==> src/rtl/bus_arbiter5_if.sv <==
`default_nettype none
// +----------------------------------------------------------------------+
// | bus_arbiter5_if : request/grant bundle for the 5-way bus arbiter     |
// | Revision 1.0                                                         |
// +----------------------------------------------------------------------+
interface bus_arbiter5_if;
   logic [4:0] req;
   logic [4:0] gnt;
   logic [2:0] sel;
   logic       busy;
   logic       preempt;

   modport master (output req, input gnt, input sel, input busy, input preempt);
   modport slave  (input req, output gnt, output sel, output busy, output preempt);
endinterface
`default_nettype wire

==> src/rtl/bus_arbiter5.sv <==
`default_nettype none
// +----------------------------------------------------------------------+
// | bus_arbiter5 : 5-way round-robin arbiter with MAX_HOLD tenure limit  |
// | Revision 1.0                                                         |
// +----------------------------------------------------------------------+
module bus_arbiter5 #(
   parameter int unsigned MAX_HOLD = 8
) (
   input  wire           clk,
   input  wire           reset,
   bus_arbiter5_if.slave bus
);

   localparam int unsigned c_HOLD_W = $clog2(MAX_HOLD + 1);

   typedef enum logic [0:0] {
      ST_IDLE = 1'b0,
      ST_BUSY = 1'b1
   } state_t;

   state_t              state_q, state_d;
   logic [4:0]          gnt_q, gnt_d;
   logic [2:0]          sel_q, sel_d;
   logic [2:0]          last_q, last_d;
   logic [c_HOLD_W-1:0] hold_q, hold_d;
   logic                preempt_q, preempt_d;

   logic                win_found;
   logic [2:0]          win_idx;
   logic [2:0]          cand;
   logic                release_now;

   // Scan in reverse priority so the nearest requester after last_q wins last.
   always_comb begin
      win_found = 1'b0;
      win_idx   = 3'd0;
      cand      = 3'd0;
      for (int k = 5; k >= 1; k--) begin
         cand = 3'((int'(last_q) + k) % 5);
         if (bus.req[cand]) begin
            win_found = 1'b1;
            win_idx   = cand;
         end
      end
   end

   always_comb begin
      state_d     = state_q;
      gnt_d       = gnt_q;
      sel_d       = sel_q;
      last_d      = last_q;
      hold_d      = hold_q;
      preempt_d   = 1'b0;
      release_now = 1'b0;

      case (state_q)
         ST_IDLE: begin
            release_now = 1'b1;
         end
         ST_BUSY: begin
            // Voluntary release wins over the hold limit and suppresses preempt.
            if (!bus.req[sel_q]) begin
               release_now = 1'b1;
            end else if (hold_q == c_HOLD_W'(MAX_HOLD)) begin
               release_now = 1'b1;
               preempt_d   = 1'b1;
            end else begin
               hold_d = hold_q + c_HOLD_W'(1);
            end
         end
         default: begin
            state_d = ST_IDLE;
            gnt_d   = 5'b00000;
         end
      endcase

      if (release_now) begin
         if (win_found) begin
            state_d = ST_BUSY;
            gnt_d   = 5'b00001 << win_idx;
            sel_d   = win_idx;
            last_d  = win_idx;
            hold_d  = c_HOLD_W'(1);
         end else begin
            state_d = ST_IDLE;
            gnt_d   = 5'b00000;
         end
      end
   end

   always_ff @(posedge clk) begin
      if (reset) begin
         state_q   <= ST_IDLE;
         gnt_q     <= 5'b00000;
         sel_q     <= 3'd0;
         last_q    <= 3'd4;
         hold_q    <= '0;
         preempt_q <= 1'b0;
      end else begin
         state_q   <= state_d;
         gnt_q     <= gnt_d;
         sel_q     <= sel_d;
         last_q    <= last_d;
         hold_q    <= hold_d;
         preempt_q <= preempt_d;
      end
   end

   assign bus.gnt     = gnt_q;
   assign bus.sel     = sel_q;
   assign bus.busy    = (state_q == ST_BUSY);
   assign bus.preempt = preempt_q;

endmodule
`default_nettype wire

==> src/flat_wrapper.sv <==
// flat-port wrapper written by rule: the top's interface ports become plain ports
module bus_arbiter5_flat 
#(
   parameter int unsigned MAX_HOLD = 8
)
  (clk, reset, bus_req, bus_gnt, bus_sel, bus_busy, bus_preempt);
  bus_arbiter5_if bus_i ();
  input  wire clk;
  input  wire reset;
  input wire logic [$bits(bus_i.req)-1:0] bus_req;
  output wire logic [$bits(bus_i.gnt)-1:0] bus_gnt;
  output wire logic [$bits(bus_i.sel)-1:0] bus_sel;
  output wire logic [$bits(bus_i.busy)-1:0] bus_busy;
  output wire logic [$bits(bus_i.preempt)-1:0] bus_preempt;
  assign bus_i.req = bus_req;
  assign bus_gnt = bus_i.gnt;
  assign bus_sel = bus_i.sel;
  assign bus_busy = bus_i.busy;
  assign bus_preempt = bus_i.preempt;
  bus_arbiter5 #(.MAX_HOLD(MAX_HOLD)) u_core (.clk(clk), .reset(reset), .bus(bus_i));
endmodule
==> config.mk <==
export PLATFORM = sky130hd
export DESIGN_NAME = bus_arbiter5_flat
export DESIGN_NICKNAME = d
export VERILOG_FILES = /design/src/rtl/bus_arbiter5_if.sv /design/src/rtl/bus_arbiter5.sv /design/src/flat_wrapper.sv
export SDC_FILE = /design/constraint.sdc
export NUM_CORES = 1
export LEC_CHECK = 0
export CAP_MARGIN = 20
export CELL_PAD_IN_SITES_DETAIL_PLACEMENT = 1
export CELL_PAD_IN_SITES_GLOBAL_PLACEMENT = 1
export CORE_AREA = 4 4 116 63
export CTS_BUF_LIST = sky130_fd_sc_hd__clkbuf_4 sky130_fd_sc_hd__clkbuf_8 sky130_fd_sc_hd__clkbuf_16
export CTS_CLUSTER_SIZE = 20
export DETAILED_ROUTE_END_ITERATION = 8
export DIE_AREA = 0 0 120 67
export GPL_ROUTABILITY_DRIVEN = 0
export PLACE_DENSITY = 0.86
export SYNTH_ARGS = -nofsm -noshare
export SYNTH_HDL_FRONTEND = slang
export SYNTH_SLANG_ARGS = --single-unit
==> constraint.sdc <==
create_clock -name clk -period 6.11 [get_ports clk]
set_clock_uncertainty 0.05 [all_clocks]
set_input_delay 0.9165 -clock clk [delete_from_list [all_inputs] [get_ports clk]]
set_output_delay 0.9165 -clock clk [all_outputs]
set_load 0.02 [all_outputs]
==> out/qor.csv <==
metric,value,unit
start_util,0.4301,
fin_crit_sh,0.8663,
post_drt_wl_per_cell,20.04,µm
synthArstFlopShare,0,
grt_max_degree,43,
start_kind,register,
cp-end-kind,register,
path_class,reg -> reg,
postRouteAntennaNets,0,
grt_usage,0.2331,
ys_top_cells_by_count,"38 x nand2_1, 28 x ha_1, 28 x nor2_1",
viasPerCell,6.142,
slowest_delay,0.54,ns
r2r_start,u_core.last_q[1],
h-tree-depth,1,
post-route-min-period,5.293,ns
yosysUniqueCellTypes,79,
holdPathStages,2,
worst-path-buf-inv,0,
synth_top_flop_cell,dfxtp_1,
synth_fp_nets,399,
hp-class,reg -> reg,
cts.path.max_buffers,2,
cts_sinks,15,
grt-ovfl-total,0,
yosysSeqAreaShare,0.1093,
postCtsHoldBufs,0,
syn_to_final_growth,10.30,%
crit_top_cell,ha_1,
clk_latency,0.26,ns
grt_pass1_vias,2635,
antenna_found_initial,0,
core,6385,µm²
fmax,188.9,MHz
rsz0062_at_grt,no,
ff2ff_path_depth,16,
wl,9200,µm
r2r_slack,0.82,ns
cp_cell_sequence,ha_1 -> xor2_4 -> ha_1 -> nor4b_1 -> nor3_2 -> xnor2_1 -> ha_1 -> nand2b_1 -> nand3b_1 -> a21oi_1 -> a311oi_2 -> mux2_2 -> a221o_1 -> nor4b_2 -> o21ai_1 -> a21oi_1,
die_x,120,µm
synth_area,2746,µm²
tightest_slew,0.9213,ns
relSlewSlack,0.3811,
root_buffer,clkbuf_16,
place_hpwl,7332,µm
reg2reg_to,u_core.hold_q[2],
hold_violations,0,
insertedDiodeCount,0,
syn_area_per_cell,7.545,µm²
tns,0,ns
ys_top_cells_by_area,"ha_1 13%, dfxtp_1 11%, nand2_1 5.2%, a21oi_1 4.4%, mux2i_1 4.4%",
rows,21,
cp_max_fo,9,
cts_tree,yes,
cap_viol_max_count,0,
cp.depth,16,
final_layout_size_suffix_gt1_frac,0.1253,
drt_iter0_markers,263,
synth_edf_count,0,
arrival,5.43,ns
port_buffers,16,
cts_resized,0,
cpLargestDelayFamily,compound AO/OA/AOI/OAI gates,
grt_pass1_wl,14610,µm
boundaryPins,17,
crit_required,6.24,ns
slew_viol_final,0,
yosys_warnings,0,
vias,2819,
worst_path_max_delay_cell,a311oi_2,
worstHoldEndpoint,u_core.bus.gnt[1],
netlist.area_leader.share,0.1276,
setup_viol,0,
nets,403,
dieArea,8040,µm²
post_cts_buffers,0,
die_h,67,µm
synth_most_common_cell,nand2_1,
clkTransAtPathRegs,0.06,ns
ys_seq_elements,15,
dr.pass1.iters,5,
postSynthCellCount,364,
status,"complete, no violations",
worstHoldStart,u_core.bus.gnt[1],
synth_top_area_cell,ha_1,
numCtsBuffers,3,
drc,0,
[logic make-up after synthesis]
logic type / Yosys count / share of synthesized area
simple gates: 129 / 0.2519
compound gates: 109 / 0.2938
mux: 24 / 0.09841
buf+inv: 50 / 0.08064
fa+ha+maj: 28 / 0.1276
xor+xnor: 9 / 0.03827
flops: 15 / 0.1093
[layout by cell type, fill, tap and decap left out, types with 3 or more instances in the layout]
master,n
clkbuf_16,3
a211o_1,4
ha_1,28
dfxtp_1,15
a211oi_1,3
a31oi_1,4
inv_1,24
nor3b_1,3
o21ai_0,15
a2bb2oi_1,3
nand4b_1,3
xnor2_1,6
nand2b_1,7
a22oi_1,4
o31ai_1,3
nor2_1,28
mux2_2,9
o21a_1,6
nand4_1,3
mux2i_1,12
o211a_1,3
nor3_1,13
nand3b_1,3
nor2b_1,4
a221o_1,3
nor4b_1,3
o211ai_1,9
or3_1,3
buf_4,6
clkdlybuf4s50_1,16
a21oi_1,24
nand2_1,38
[cell type report]
cell class	instances	area (µm²)
fill	795	3356
inverter	27	101.3
multi-input combinational	299	2225
clock inverter	1	7.507
clock buffer	3	75.07
tap	92	115.1
timing repair buffer	22	205.2
sequential	15	300.3
[worst max path at each step]
stage,from,to,slack [ns]
floorplan,u_core.last_q[0],u_core.bus.gnt[0],1.07
global placement,u_core.last_q[0],u_core.bus.gnt[0],1.15
detailed placement,u_core.last_q[1],u_core.bus.gnt[0],0.92
CTS,u_core.last_q[1],u_core.bus.gnt[0],0.91
global route,u_core.last_q[1],u_core.hold_q[2],0.38
finish,u_core.last_q[1],u_core.hold_q[2],0.82
[worst min-delay path: stages (launching register included)]
cell     delay (ns)
dfxtp_1        0.31
nand2_1        0.05
a21oi_1        0.06
[registers in the layout, summed over array words and instances (netlist names)]
signal	count
u_core.bus.busy	1
u_core.bus.gnt	5
u_core.bus.preempt	1
u_core.bus.sel	1
u_core.hold_q	4
u_core.last_q	3
[metal layers]
metal | routed length [µm] | track usage
met1 | 4867 | 0.3537
met2 | 3492 | 0.3326
met3 | 689 | 0.05428
met4 | 150 | 0.03566
met5 | 0 | 0
[through the flow]
step                      hold WS, ns  cell area (µm²)  std cells    util  setup slack, ns
after floorplan                0.4078             2746        364       -            1.072
after global placement         0.3950             2947        455  0.4615            1.146
after detailed placement       0.4088             2947        455  0.4615           0.9161
after CTS                      0.4175             3029        459  0.4744           0.9130
after global routing           0.4332             3029        459  0.4744           0.3824
final                          0.4090             3029        459  0.4744           0.8169
Power is left out: the tool's default activity adds up to more than one toggle a clock period on the data nets, which glitch-free logic cannot reach.
